File: config.mk
export PLATFORM = sky130hd
export DESIGN_NAME = tcm_loader_flat
export DESIGN_NICKNAME = d
export VERILOG_FILES = /design/src/rtl/tcm_pkg.sv /design/src/rtl/tcm_loader_if.sv /design/src/rtl/byte_packer.sv /design/src/rtl/tcm_loader.sv /design/src/flat_wrapper.sv
export SDC_FILE = /design/constraint.sdc
export NUM_CORES = 1
export LEC_CHECK = 0
export BUFFER_PORTS_ARGS = -buffer_cell sky130_fd_sc_hd__buf_2
export CAP_MARGIN = 20
export CORE_ASPECT_RATIO = 0.9
export CORE_MARGIN = 10
export CORE_UTILIZATION = 25
export DETAILED_ROUTE_END_ITERATION = 10
export GPL_TIMING_DRIVEN = 0
export PLACE_DENSITY = 0.47
export SYNTH_ARGS = -nofsm -noshare
export SYNTH_HDL_FRONTEND = slang
export SYNTH_SLANG_ARGS = --single-unit
File: constraint.sdc
create_clock -name clock -period 2.6 [get_ports clock]
set_clock_uncertainty 0.15 [all_clocks]
set_input_delay 0.26 -clock clock [delete_from_list [all_inputs] [get_ports clock]]
set_output_delay 0.26 -clock clock [all_outputs]
set_load 0.05 [all_outputs]
File: src/rtl/tcm_pkg.sv
// Shared TCM definitions: loader states, port geometry and the
// byte-strobe type used by the Memory port and pipeline store logic.
package tcm_pkg;

    localparam int TCM_ADDR_WIDTH = 14;
    localparam int TCM_WORD_BYTES = 4;

    typedef logic [TCM_WORD_BYTES-1:0] wstrb_t;

    typedef enum logic [2:0] {
        IDLE,
        COLLECT,
        WRITE,
        DONE,
        ERROR
    } loader_state_t;

endpackage

File: src/rtl/tcm_loader_if.sv
// Byte-stream and TCM write bus seen by the loader.
// master = loader side, slave = host/stream and memory side.
interface tcm_loader_if #(
    parameter int ADDR_WIDTH = 14
);
    import tcm_pkg::*;

    logic [7:0]            byte_i;
    logic                  byte_valid_i;
    logic                  byte_last_i;
    logic                  byte_ready_o;
    logic [ADDR_WIDTH-1:0] mem_addr_o;
    logic [31:0]           mem_data_o;
    wstrb_t                mem_wr_o;

    modport master (
        input  byte_i,
        input  byte_valid_i,
        input  byte_last_i,
        output byte_ready_o,
        output mem_addr_o,
        output mem_data_o,
        output mem_wr_o
    );

    modport slave (
        output byte_i,
        output byte_valid_i,
        output byte_last_i,
        input  byte_ready_o,
        input  mem_addr_o,
        input  mem_data_o,
        input  mem_wr_o
    );

endinterface

File: src/rtl/byte_packer.sv
// Packs little-endian bytes into a 32-bit word with a per-lane strobe.
// Unwritten lanes stay zero in both data and mask.
module byte_packer
    import tcm_pkg::*;
(
    input  logic        clock,
    input  logic        reset,
    input  logic        clear_i,
    input  logic        push_i,
    input  logic [7:0]  byte_i,
    output logic        word_full_o,
    output wstrb_t      mask_o,
    output logic [31:0] word_o
);

    logic [1:0]  lane_q, lane_d;
    wstrb_t      mask_q, mask_d;
    logic [31:0] word_q, word_d;

    // Clear wins over push; a push lands the byte in the current lane.
    always_comb begin
        lane_d = lane_q;
        mask_d = mask_q;
        word_d = word_q;
        if (clear_i) begin
            lane_d = '0;
            mask_d = '0;
            word_d = '0;
        end else if (push_i) begin
            lane_d                      = lane_q + 2'd1;
            mask_d[lane_q]              = 1'b1;
            word_d[{lane_q, 3'b000} +: 8] = byte_i;
        end
    end

    // Lane, mask and data registers.
    always_ff @(posedge clock or posedge reset) begin
        if (reset) begin
            lane_q <= '0;
            mask_q <= '0;
            word_q <= '0;
        end else begin
            lane_q <= lane_d;
            mask_q <= mask_d;
            word_q <= word_d;
        end
    end

    assign word_full_o = push_i && (lane_q == 2'd3);
    assign mask_o      = mask_q;
    assign word_o      = word_q;

endmodule

File: src/rtl/tcm_loader.sv
// Boot loader: streams an image into the TCM one word per WRITE
// cycle and holds the pipeline in reset until the image is complete.
module tcm_loader
    import tcm_pkg::*;
#(
    parameter int ADDR_WIDTH     = TCM_ADDR_WIDTH,
    parameter int BASE_WORD_ADDR = 0,
    parameter int MAX_WORDS      = 16384
) (
    input  logic                clock,
    input  logic                reset,
    input  logic                start_i,
    tcm_loader_if.master        bus,
    output logic                cpu_reset_o,
    output logic                done_o,
    output logic                error_o,
    output logic [ADDR_WIDTH:0] words_written_o
);

    localparam logic [ADDR_WIDTH-1:0] BASE_A = BASE_WORD_ADDR[ADDR_WIDTH-1:0];
    localparam logic [ADDR_WIDTH:0]   MAX_C  = MAX_WORDS[ADDR_WIDTH:0];

    loader_state_t         state_q, state_d;
    logic [ADDR_WIDTH-1:0] addr_q, addr_d;
    logic [ADDR_WIDTH:0]   cnt_q, cnt_d;
    logic                  last_q, last_d;
    logic                  done_q, done_d;
    logic                  err_q, err_d;
    logic                  crst_q, crst_d;

    logic        ready;
    logic        push;
    logic        clear;
    logic        full;
    wstrb_t      mask;
    logic [31:0] word;

    assign ready = (state_q == COLLECT) && (cnt_q != MAX_C);
    assign push  = ready && bus.byte_valid_i;

    byte_packer u_packer (
        .clock       (clock),
        .reset       (reset),
        .clear_i     (clear),
        .push_i      (push),
        .byte_i      (bus.byte_i),
        .word_full_o (full),
        .mask_o      (mask),
        .word_o      (word)
    );

    // Next-state logic: load sequencing, overflow and restart.
    always_comb begin
        state_d = state_q;
        addr_d  = addr_q;
        cnt_d   = cnt_q;
        last_d  = last_q;
        done_d  = done_q;
        err_d   = err_q;
        crst_d  = crst_q;
        clear   = 1'b0;
        unique case (state_q)
            IDLE, DONE, ERROR: begin
                if (start_i) begin
                    state_d = COLLECT;
                    clear   = 1'b1;
                    addr_d  = BASE_A;
                    cnt_d   = '0;
                    last_d  = 1'b0;
                    done_d  = 1'b0;
                    err_d   = 1'b0;
                    crst_d  = 1'b1;
                end
            end
            COLLECT: begin
                if (cnt_q == MAX_C) begin
                    if (bus.byte_valid_i) begin
                        state_d = ERROR;
                        err_d   = 1'b1;
                    end
                end else if (push && (full || bus.byte_last_i)) begin
                    state_d = WRITE;
                    last_d  = bus.byte_last_i;
                end
            end
            WRITE: begin
                clear  = 1'b1;
                cnt_d  = cnt_q + 1'b1;
                addr_d = addr_q + 1'b1;
                if (last_q) begin
                    state_d = DONE;
                    done_d  = 1'b1;
                    crst_d  = 1'b0;
                end else begin
                    state_d = COLLECT;
                end
            end
            default: state_d = IDLE;
        endcase
    end

    // State, address, counter and status registers.
    always_ff @(posedge clock or posedge reset) begin
        if (reset) begin
            state_q <= IDLE;
            addr_q  <= BASE_A;
            cnt_q   <= '0;
            last_q  <= 1'b0;
            done_q  <= 1'b0;
            err_q   <= 1'b0;
            crst_q  <= 1'b1;
        end else begin
            state_q <= state_d;
            addr_q  <= addr_d;
            cnt_q   <= cnt_d;
            last_q  <= last_d;
            done_q  <= done_d;
            err_q   <= err_d;
            crst_q  <= crst_d;
        end
    end

    assign bus.byte_ready_o = ready;
    assign bus.mem_addr_o   = addr_q;
    assign bus.mem_data_o   = word;
    assign bus.mem_wr_o     = (state_q == WRITE) ? mask : '0;
    assign cpu_reset_o      = crst_q;
    assign done_o           = done_q;
    assign error_o          = err_q;
    assign words_written_o  = cnt_q;

endmodule

File: src/flat_wrapper.sv
// flat-port wrapper written by rule: the top's interface ports become plain ports
module tcm_loader_flat import tcm_pkg::*;
#(
    parameter int ADDR_WIDTH     = TCM_ADDR_WIDTH,
    parameter int BASE_WORD_ADDR = 0,
    parameter int MAX_WORDS      = 16384
)
  (clock, reset, start_i, cpu_reset_o, done_o, error_o, words_written_o, bus_byte_i, bus_byte_valid_i, bus_byte_last_i, bus_byte_ready_o, bus_mem_addr_o, bus_mem_data_o, bus_mem_wr_o);
  tcm_loader_if #(.ADDR_WIDTH(ADDR_WIDTH)) bus_i ();
  input  logic clock;
  input  logic reset;
  input  logic start_i;
  output logic cpu_reset_o;
  output logic done_o;
  output logic error_o;
  output logic [ADDR_WIDTH:0] words_written_o;
  input wire logic [$bits(bus_i.byte_i)-1:0] bus_byte_i;
  input wire logic [$bits(bus_i.byte_valid_i)-1:0] bus_byte_valid_i;
  input wire logic [$bits(bus_i.byte_last_i)-1:0] bus_byte_last_i;
  output wire logic [$bits(bus_i.byte_ready_o)-1:0] bus_byte_ready_o;
  output wire logic [$bits(bus_i.mem_addr_o)-1:0] bus_mem_addr_o;
  output wire logic [$bits(bus_i.mem_data_o)-1:0] bus_mem_data_o;
  output wire logic [$bits(bus_i.mem_wr_o)-1:0] bus_mem_wr_o;
  assign bus_i.byte_i = bus_byte_i;
  assign bus_i.byte_valid_i = bus_byte_valid_i;
  assign bus_i.byte_last_i = bus_byte_last_i;
  assign bus_byte_ready_o = bus_i.byte_ready_o;
  assign bus_mem_addr_o = bus_i.mem_addr_o;
  assign bus_mem_data_o = bus_i.mem_data_o;
  assign bus_mem_wr_o = bus_i.mem_wr_o;
  tcm_loader #(.ADDR_WIDTH(ADDR_WIDTH), .BASE_WORD_ADDR(BASE_WORD_ADDR), .MAX_WORDS(MAX_WORDS)) u_core (.clock(clock), .reset(reset), .start_i(start_i), .bus(bus_i), .cpu_reset_o(cpu_reset_o), .done_o(done_o), .error_o(error_o), .words_written_o(words_written_o));
endmodule
==> impl_metrics.tcl, run 1 <==
set metrics [dict create \
    status "completed" \
    die_x_um 148.8 \
    leakagePower_nw 2.300 \
    dp_hpwl_um 8506 \
    core-area_um2 14660 \
    crit_buf_inv 2 \
    seqCellArea_um2 1854 \
    maxCapViolCount 0 \
    critPathMaxStageDelay_ns 0.65 \
    irDropWorstVdd_mv 0.3713 \
    drt_pass1_iterations 4 \
    grt_max_degree 50 \
    via_per_inst 4.892 \
    crit_slowest_cell "nor3b_1" \
    antenna_found_initial 0 \
    timing_worst_setup_path_type "reg -> reg" \
    avgSynthCellArea_um2 9.877 \
    synthMuxAreaShare 0.06434 \
    min_period_over_period 0.9375 \
    cts_tree "done" \
    antenna_cells 0 \
    synthXorXnorAreaFrac 0 \
    areaGrowthSynthToFinish_pct 27.68 \
    yosys-top-cells-count "73 x dfrtp_1, 51 x nand2_1, 46 x nand3_1" \
    synth-simple-area-share 0.2218 \
    synth.most_common_cell "dfrtp_1" \
    path_max_fanout 10 \
    finalSetupTns_ns 0 \
    gr-total-overflow 0 \
    wire_per_inst_um 17.23 \
    rows 42 \
    pin_count 82 \
    fin_crit_ns 2.438 \
    root_buffer "clkbuf_16" \
    place_congestion 0.8075 \
    layout.nets 497 \
    synth_compound_area_frac 0.1431 \
    io_buffers 81 \
    synth_cell_types 49 \
    nFillCells 1538 \
    htreeDepth 3 \
    setup_violations 0 \
    pwr_density_cell_nw_per_um2 915.2 \
    drive_gt1_frac 0.2385 \
    wl_um 11650 \
    relSlewSlack 0.4788 \
    critPathArrivalTime_ns 2.51 \
    vias 3307 \
    startpoint_type "flop" \
    synth_nets 402 \
    path_cells "buf_6 -> nor3b_1 -> or3_1 -> clkbuf_1 -> nor4_2 -> a32o_1" \
    ys_seq_area_frac 0.4963 \
    tightest_slew_ns 0.7801 \
    grt_pass1_vias 3524 \
    cts.path.max_buffers 2 \
    grt_pass1_wl_um 19090 \
    drc 0 \
    clock_sinks 74 \
    ys_ff_latch 74 \
    netlist_area_um2 3734 \
    drt_first_iter_violations 214 \
    numCtsBuffers 9 \
    synthArstFlopShare 1.000 \
    synthCells 378 \
    critPathRequiredTime_ns 2.67 \
    yosysTopAreaCellShare 0.4893 \
    cpLargestDelayFamily "simple AND/OR/NAND/NOR gates" \
    synth_top_family_by_area "simple AND/OR/NAND/NOR gates" \
    die_y_um 135.9 \
    ys.flop_type "dfrtp_1" \
    track_usage 0.1182 \
    finalHoldViolations 0 \
    synth-edff-count 0 \
    synth.area.top_cells "dfrtp_1 49%, mux2i_1 6.4%, nand3_1 6.2%" \
    yosysWarnings 0 \
    synth_top_area_cell "dfrtp_1" \
    multi_input_area_um2 1763 \
    utilization 0.3251 \
    dieArea_um2 20230 \
    cts.clk_slew.worst_paths_ns 0.06 \
    slew_violations 0 \
    hp-class "in -> reg" \
    synth_fa_ha_area_frac 0.03686 \
    initial_utilization 0.2547 \
    ant_nets 0 \
    clock_latency_ns 0.33 \
    end_kind "flop" \
    max_freq_mhz 410.3 \
]
[what timing repair did]
item	4_1_cts	5_1_grt
endpoints found under the hold margin	26	0
endpoints found under the setup margin	12	45
pin swaps	1	0
resized for setup	1	9
buffers inserted	1	0
hold buffers	2	0
[report_power, final]
group	leakage [nW]	internal (mW)	switching [mW]	total [mW]
Sequential	1.02	1.28	0.120	1.40
Clock	0.147	0.796	0.477	1.27
Combinational	1.14	0.465	1.22	1.69
Total	2.30	2.54	1.82	4.36
[per-stage QoR]
stage	hold WS, ns	instance area, um2	power, mW	worst slack, ns	instances
3_3_place_gp	0.3120	4387	3.071	-0.8108	657
3_5_place_dp	0.1241	4417	3.093	-0.09736	658
2_1_floorplan	0.1940	3734	2.592	0.2227	378
6_report	0.008464	4767	4.363	0.1625	676
5_1_grt	0.02015	4767	4.644	-0.003827	676
4_1_cts	0.003816	4745	4.397	-0.02391	677
[area by class of cell]
cell class                 count  area share
buffer                        23     0.02388
clock buffer                  14     0.05538
clock inverter                 2    0.007349
inverter                       7    0.006037
multi-input combinational    273      0.3698
sequential                    74      0.3890
tap                          198     0.05197
timing repair buffer          85     0.09659
[kinds of logic (layout without fill, tap and decap cells)]
family,after synthesis,in the layout
fa+ha+maj,11,11
simple gates,155,155
mux,24,24
buf+inv,31,131
compound gates,83,83
flops,74,74
[path summary, 6_finish.rpt]
path	startpoint	to	slack, ns	cells after the start
worst max register to register	u_core.state_q[0]	u_core.u_packer.word_o[8]	0.16	6
worst min-delay path	start_i	u_core.state_q[2]	0.008	2
max in group asynchronous	reset	u_core.cpu_reset_o	1.37	4
worst max-delay path	u_core.state_q[0]	u_core.u_packer.word_o[8]	0.16	6
worst min register to register	u_core.bus.mem_addr_o[13]	u_core.bus.mem_addr_o[13]	0.33	1
min in group asynchronous	reset	u_core.u_packer.word_o[16]	0.31	3
[cells in the final DEF, fill, tap and decap left out, drive strengths merged, types with 2 or more instances in the layout]
cell / n
nor4bb: 2
o21ai: 37
nand4: 8
a21oi: 2
nor2b: 2
and4: 3
buf: 89
nor2: 8
nand3: 46
ha: 11
a31oi: 7
nor3b: 4
o211ai: 17
or3: 2
and3: 6
o31ai: 5
and2: 7
a22o: 3
nor3: 4
o41ai: 2
dlygate4sd3: 2
nor4: 4
dfrtp: 73
mux2i: 24
inv: 7
clkbuf: 31
or4: 2
a32o: 3
nand2: 51
[routing by layer]
metal / vias up / share of wire / routed length [um] / GRT usage
li1: 1592 / - / - / -
met1: 1622 / 0.47 / 5486 / 0.1508
met2: 84 / 0.44 / 5159 / 0.1840
met3: 9 / 0.077 / 902 / 0.04752
met4: 0 / 0.0082 / 96 / 0.02614
met5: - / 0 / 0 / 0
[sequential cells by signal, summed over array words and instances (netlist names)]
name / flops
u_core.last_q: 1
u_core.state_q: 3
u_core.u_packer.word_o: 32
u_core.cpu_reset_o: 1
u_core.u_packer.lane_q: 2
u_core.done_o: 1
u_core.words_written_o: 15
u_core.error_o: 1
u_core.u_packer.mask_o: 4
u_core.bus.mem_addr_o: 14
Power figures use the tool's default switching activity.
==> inputs of run 2 (changes only) <==
--- a/config.mk
+++ b/config.mk
@@ -15,4 +15,5 @@
 export PLACE_DENSITY = 0.47
 export SYNTH_ARGS = -nofsm -noshare
 export SYNTH_HDL_FRONTEND = slang
+export SYNTH_HIERARCHICAL = 1
 export SYNTH_SLANG_ARGS = --single-unit
==> run 2 against run 1 <==
  * Total power grew 2.9%
  * Highest routed layer unchanged
  * Sequential power is essentially flat
  * Sequential share of layout area shrank 0.35 points
  * Largest cell class unchanged
  * Largest power group unchanged
  * First-iteration DRC count shrank 24%
  * Wire length shrank 5.8%
==> impl_metrics.tcl, run 2 <==
set metrics [dict create \
    status "completed" \
    critPathRequiredTime_ns 2.65 \
    grt_max_degree 39 \
    irDropWorstVdd_mv 0.4936 \
    yosysWarnings 6 \
    switching_share 0.4050 \
    via_per_inst 4.844 \
    hp-class "in -> reg" \
    drc 0 \
    pwr_density_cell_nw_per_um2 931.7 \
    post-place-ws_ns -0.3354 \
    drive_gt1_frac 0.3318 \
    fin_crit_ns 2.459 \
    ys_ff_latch 74 \
    synth-edff-count 0 \
    reg2reg_slack_ns 0.14 \
    min_period_over_period 0.9458 \
    synth_top_area_cell "dfrtp_1" \
    startpoint "u_core/words_written_o[0]" \
    largest_register_ffs 32 \
    initial_utilization 0.2548 \
    crit_slowest_cell "dfrtp_2" \
    avgSynthCellArea_um2 10.71 \
    dp_hpwl_um 7813 \
    worstReg2RegEnd "u_core/state_q[1]" \
    synth_cell_types 46 \
    power.internal_mw 2.672 \
    vias 3134 \
    track_usage 0.1076 \
    yosys-top-cells-count "73 x dfrtp_1, 30 x o21ai_0, 25 x nand2_1" \
    drt_pass1_iterations 4 \
    finalHoldViolations 0 \
    drt_first_iter_violations 162 \
    layout_commonest_cell "buf_2" \
    synthCells 350 \
    gr-total-overflow 0 \
    timing_worst_setup_path_type "reg -> reg" \
    r2r-start "u_core/words_written_o[0]" \
    rsz0062_at_grt "false" \
    rr_worst_depth 13 \
    antenna_found_initial 0 \
    numCtsBuffers 9 \
    yosysTopAreaCellShare 0.4873 \
    startpoint_type "flop" \
    dieArea_um2 20300 \
    critPathArrivalTime_ns 2.51 \
    synthArstFlopShare 1.000 \
    synth.area.top_cells "dfrtp_1 49%, a32o_1 4.3%, o21ai_0 4.0%" \
    wl_um 10970 \
    utilization 0.3276 \
    relSlewSlack 0.4438 \
    final_cell_mix "86 x buf_2, 69 x dfrtp_1, 30 x o21ai_0" \
    slew_violations 0 \
    setup_violations 0 \
    cts_tree "done" \
    min_to "u_core/last_q" \
    power_frac_seq 0.316 \
    ys_seq_area_frac 0.4943 \
    holdWs_ns 0.04951 \
    post-place-cells 629 \
    end_kind "flop" \
    ant_nets 0 \
    ys.flop_type "dfrtp_1" \
    power_mw 4.490 \
    antenna_cells 0 \
    wire_per_inst_um 16.95 \
    whs_path_depth 3 \
    synth.most_common_cell "dfrtp_1" \
    leakagePower_nw 2.286 \
    pin_count 82 \
    min_from "bus_byte_last_i" \
    root_buffer "clkbuf_16" \
    rows 42 \
    io_buffers 81 \
    cts.clk_slew.worst_paths_ns 0.06 \
    max_freq_mhz 406.6 \
    grt_pass1_vias 3134 \
    path_cells "inv_1 -> ha_1 -> nor4bb_4 -> and4_4 -> nand2b_4 -> nor2_2 -> buf_6 -> clkbuf_8 -> and2_1 -> nor2_1 -> nand2_1 -> o22ai_2 -> a31oi_1" \
    critPathMaxStageDelay_ns 0.43 \
    core-area_um2 14710 \
    die_x_um 149.1 \
    netlist_area_um2 3749 \
    pwr-share-comb 0.381 \
    areaGrowthSynthToFinish_pct 28.57 \
    maxCapViolCount 0 \
    switchingPower_mw 1.819 \
    layout.nets 468 \
    path_max_fanout 10 \
    synth_nets 374 \
    clock_sinks 74 \
    grt_pass1_wl_um 17430 \
    cts.path.max_buffers 2 \
    finalWorstSetupSlack_ns 0.1409 \
    die_y_um 136.2 \
    tightest_slew_ns 0.8331 \
    clock_latency_ns 0.35 \
    clkPwrFrac 0.302 \
    final_cells 647 \
    place_congestion 0.7777 \
    htreeDepth 3 \
]
[run 2: worst max path at each step]
stage	to	slack [ns]
6_report	u_core/state_q[1]	0.14
5_1_grt	u_core/state_q[1]	0.009
4_1_cts	u_core/state_q[1]	0.005
3_5_place_dp	u_core/u_packer/word_o[1]	-0.34
3_3_place_gp	u_core/u_packer/word_o[1]	-0.36
2_1_floorplan	u_core/u_packer/word_o[17]	0.02
[run 2: cell families (layout without fill, tap and decap cells)]
group | count (synthesis) | count (layout) | synth area share
compound gates | 97 | 97 | 0.2009
fa+ha+maj | 11 | 11 | 0.03672
buf+inv | 40 | 139 | 0.06675
xor+xnor | 2 | 2 | 0.004674
flops | 74 | 74 | 0.4943
simple gates | 121 | 121 | 0.1832
mux | 5 | 5 | 0.01335
[run 2: worst max-delay path, delay by kind of cell (launching register included)]
family	cells	cell delay [ns]
buffers and inverters	3	0.37
adder cells (fa/ha/maj)	1	0.15
flip-flops	1	0.43
AO/OA/AOI/OAI	2	0.19
AND/OR/NAND/NOR	7	1.02
[run 2: cell type report]
type / count / area, um2
clock inverters: 7 / 92.59
flip-flops and latches: 74 / 1858
multi-input cells: 236 / 1713
repair buffers: 85 / 437.9
well taps: 198 / 247.7
clock buffers: 9 / 225.2
inverters: 15 / 56.30
fillers: 1551 / 9894
plain buffers: 23 / 188.9
[run 2: per-stage QoR]
| stage | area [um2] | TNS, ns |
|---|---|---|
| 6_report | 4820 | 0 |
| 5_1_grt | 4820 | 0 |
| 4_1_cts | 4786 | 0 |
| 3_5_place_dp | 4404 | -8.199 |
| 3_3_place_gp | 4404 | -8.922 |
| 2_1_floorplan | 3751 | 0 |
[run 2: timing repair]
action	CTS	global route
resized for setup	11	6
pin swaps	1	3
setup endpoints to repair	40	23
buffers inserted	1	2
endpoints found under the hold margin	73	0
hold buffers	1	0
[run 2: per-layer routing]
metal,vias to the layer above,part of all wire,wire length [um],track usage
met4,0,0.012,127,0.02887
met3,11,0.063,695,0.04187
met2,79,0.47,5139,0.1716
met1,1538,0.46,5007,0.1329
met5,-,0,0,0
li1,1506,-,-,-
[run 2: power groups by stage]
stage	clock network [mW]	logic (mW)	registers [mW]
2_1_floorplan	0	0.943	1.71
3_3_place_gp	0	1.66	1.42
3_5_place_dp	0	1.67	1.43
4_1_cts	1.39	1.69	1.43
5_1_grt	1.44	1.86	1.44
6_report	1.36	1.71	1.42
==> inputs of run 3 (changes only) <==
--- a/config.mk
+++ b/config.mk
@@ -13,6 +13,7 @@
 export DETAILED_ROUTE_END_ITERATION = 10
 export GPL_TIMING_DRIVEN = 0
 export PLACE_DENSITY = 0.47
+export SETUP_SLACK_MARGIN = 0.15
 export SYNTH_ARGS = -nofsm -noshare
 export SYNTH_HDL_FRONTEND = slang
 export SYNTH_HIERARCHICAL = 1
==> run 3 against run 2 <==
  * Wire length is 2.1% lower
  * Clock power is 4% lower
  * Fmax is 4.3% higher
  * Final area is 1.8% higher
  * Largest cell class unchanged
  * Combinational power is 8% higher
  * Utilization is 0.60 points higher
  * Count of clock-buffer cells in the layout is 1 higher
  * Critical path type unchanged
  * Total power is 0.79% higher
  * Critical endpoint unchanged
  * Critical path depth stayed put
==> impl_metrics.tcl, run 3 (synthesis results as in run 2) <==
set metrics [dict create \
    status "completed" \
    largest_register_ffs 32 \
    timing_worst_setup_path_type "reg -> reg" \
    wire_per_inst_um 16.37 \
    wl_um 10740 \
    dp_hpwl_um 7761 \
    pwr_density_cell_nw_per_um2 922.2 \
    slew_violations 0 \
    setup_violations 0 \
    drc 0 \
    startpoint_type "flop" \
    die_x_um 149.1 \
    place_congestion 0.7817 \
    cts.clk_slew.worst_paths_ns 0.06 \
    areaGrowthSynthToFinish_pct 30.91 \
    layout.nets 476 \
    rows 42 \
    end_kind "flop" \
    maxCapViolCount 0 \
    vias 3178 \
    fin_crit_ns 2.359 \
    finalHoldViolations 0 \
    dieArea_um2 20300 \
    root_buffer "clkbuf_16" \
    max_freq_mhz 423.9 \
    grt_max_degree 39 \
    core-area_um2 14710 \
    gr-total-overflow 0 \
    utilization 0.3335 \
    io_buffers 81 \
    crit_buf_inv 3 \
    numCtsBuffers 9 \
    crit_slowest_cell "dfrtp_2" \
    ant_nets 0 \
    path_max_fanout 10 \
    relSlewSlack 0.4488 \
    hp-class "in -> reg" \
    grt_pass1_wl_um 17350 \
    rsz0062_at_grt "false" \
    holdWs_ns 0.05962 \
    drive_gt1_frac 0.3501 \
    path_common_cell "nor2_2" \
    min_period_over_period 0.9072 \
    drt_pass1_iterations 4 \
    htreeDepth 3 \
    via_per_inst 4.845 \
    critPathArrivalTime_ns 2.41 \
    antenna_found_initial 0 \
    irDropWorstVdd_mv 0.3518 \
    tightest_slew_ns 0.8256 \
    grt_pass1_vias 3216 \
    track_usage 0.1077 \
    clock_latency_ns 0.34 \
    leakagePower_nw 2.329 \
    placed_cell_area_um2 4420 \
    critPathMaxStageDelay_ns 0.42 \
    cts_tree "done" \
    path_cells "inv_2 -> ha_1 -> nor4bb_4 -> and4_4 -> nand2b_4 -> nor2_2 -> buf_6 -> clkbuf_8 -> and2_4 -> nor2_2 -> nand2_2 -> o22ai_2 -> a31oi_1" \
    die_y_um 136.2 \
    cts.path.max_buffers 2 \
    pin_count 82 \
    critPathRequiredTime_ns 2.66 \
    cpLargestDelayFamily "simple AND/OR/NAND/NOR gates" \
    initial_utilization 0.2548 \
    final_cell_mix "85 x buf_2, 70 x dfrtp_1, 30 x o21ai_0" \
    layout_commonest_cell "buf_2" \
    clock_sinks 74 \
    finalInstanceArea_um2 4907 \
    drt_first_iter_violations 144 \
]
-- run 3: worst min-delay path, stage by stage --
cell and delay, ns:
buf_2 0.12, nand2_1 0.06, o21ai_0 0.06
-- run 3: repair_timing --
action	4_1_cts	5_1_grt
hold buffers	1	0
resized for setup	13	9
cloned	0	0
buffers inserted	3	6
pin swaps	3	4
hold endpoints to repair	73	0
endpoints found under the setup margin	40	39
-- run 3: metrics by stage --
stage / setup TNS, ns / std cells / setup WS (ns) / total power [mW]
6_report: 0 / 656 / 0.2412 / 4.526
5_1_grt: 0 / 655 / 0.1452 / 4.793
4_1_cts: 0 / 649 / 0.1387 / 4.484
3_5_place_dp: -7.769 / 629 / -0.3473 / 3.107
3_3_place_gp: -7.499 / 629 / -0.3252 / 3.096
2_1_floorplan: 0 / 350 / 0.1693 / 2.669
-- run 3: routing by layer --
metal,GRT usage,up-vias,share of wire
li1,-,1517,-
met1,0.1329,1579,0.45
met2,0.1704,75,0.47
met3,0.04387,7,0.074
met4,0.02887,0,0.0090
met5,0,-,0
-- run 3: path summary, 6_finish.rpt --
kind	startpoint	to	slack (ns)	cells past startpoint
setup / recovery	u_core/words_written_o[0]	u_core/state_q[1]	0.24	13
hold / removal	bus_byte_last_i	u_core/last_q	0.06	3
setup reg to reg	u_core/words_written_o[0]	u_core/state_q[1]	0.24	13
hold reg to reg	u_core/bus.mem_addr_o[13]	u_core/bus.mem_addr_o[13]	0.33	1
max in group asynchronous	reset	u_core/u_packer/word_o[7]	1.26	3
min in group asynchronous	reset	u_core/bus.mem_addr_o[2]	0.49	3
-- run 3: report_power, final --
group          internal [mW]  switching [mW]
registers               1.30          0.0972
clock network          0.779           0.518
logic                  0.619            1.22
-- run 3: layout make-up --
cell class,instances,area [um2]
Tap cell,198,247.7
Timing Repair Buffer,91,495.5
Sequential cell,74,1857
Clock buffer,10,239.0
Inverter,15,56.30
Buffer,25,207.7
Antenna cell,1,2.502
Clock inverter,6,73.82
Multi-Input combinational cell,236,1728
Fill cell,1548,9807
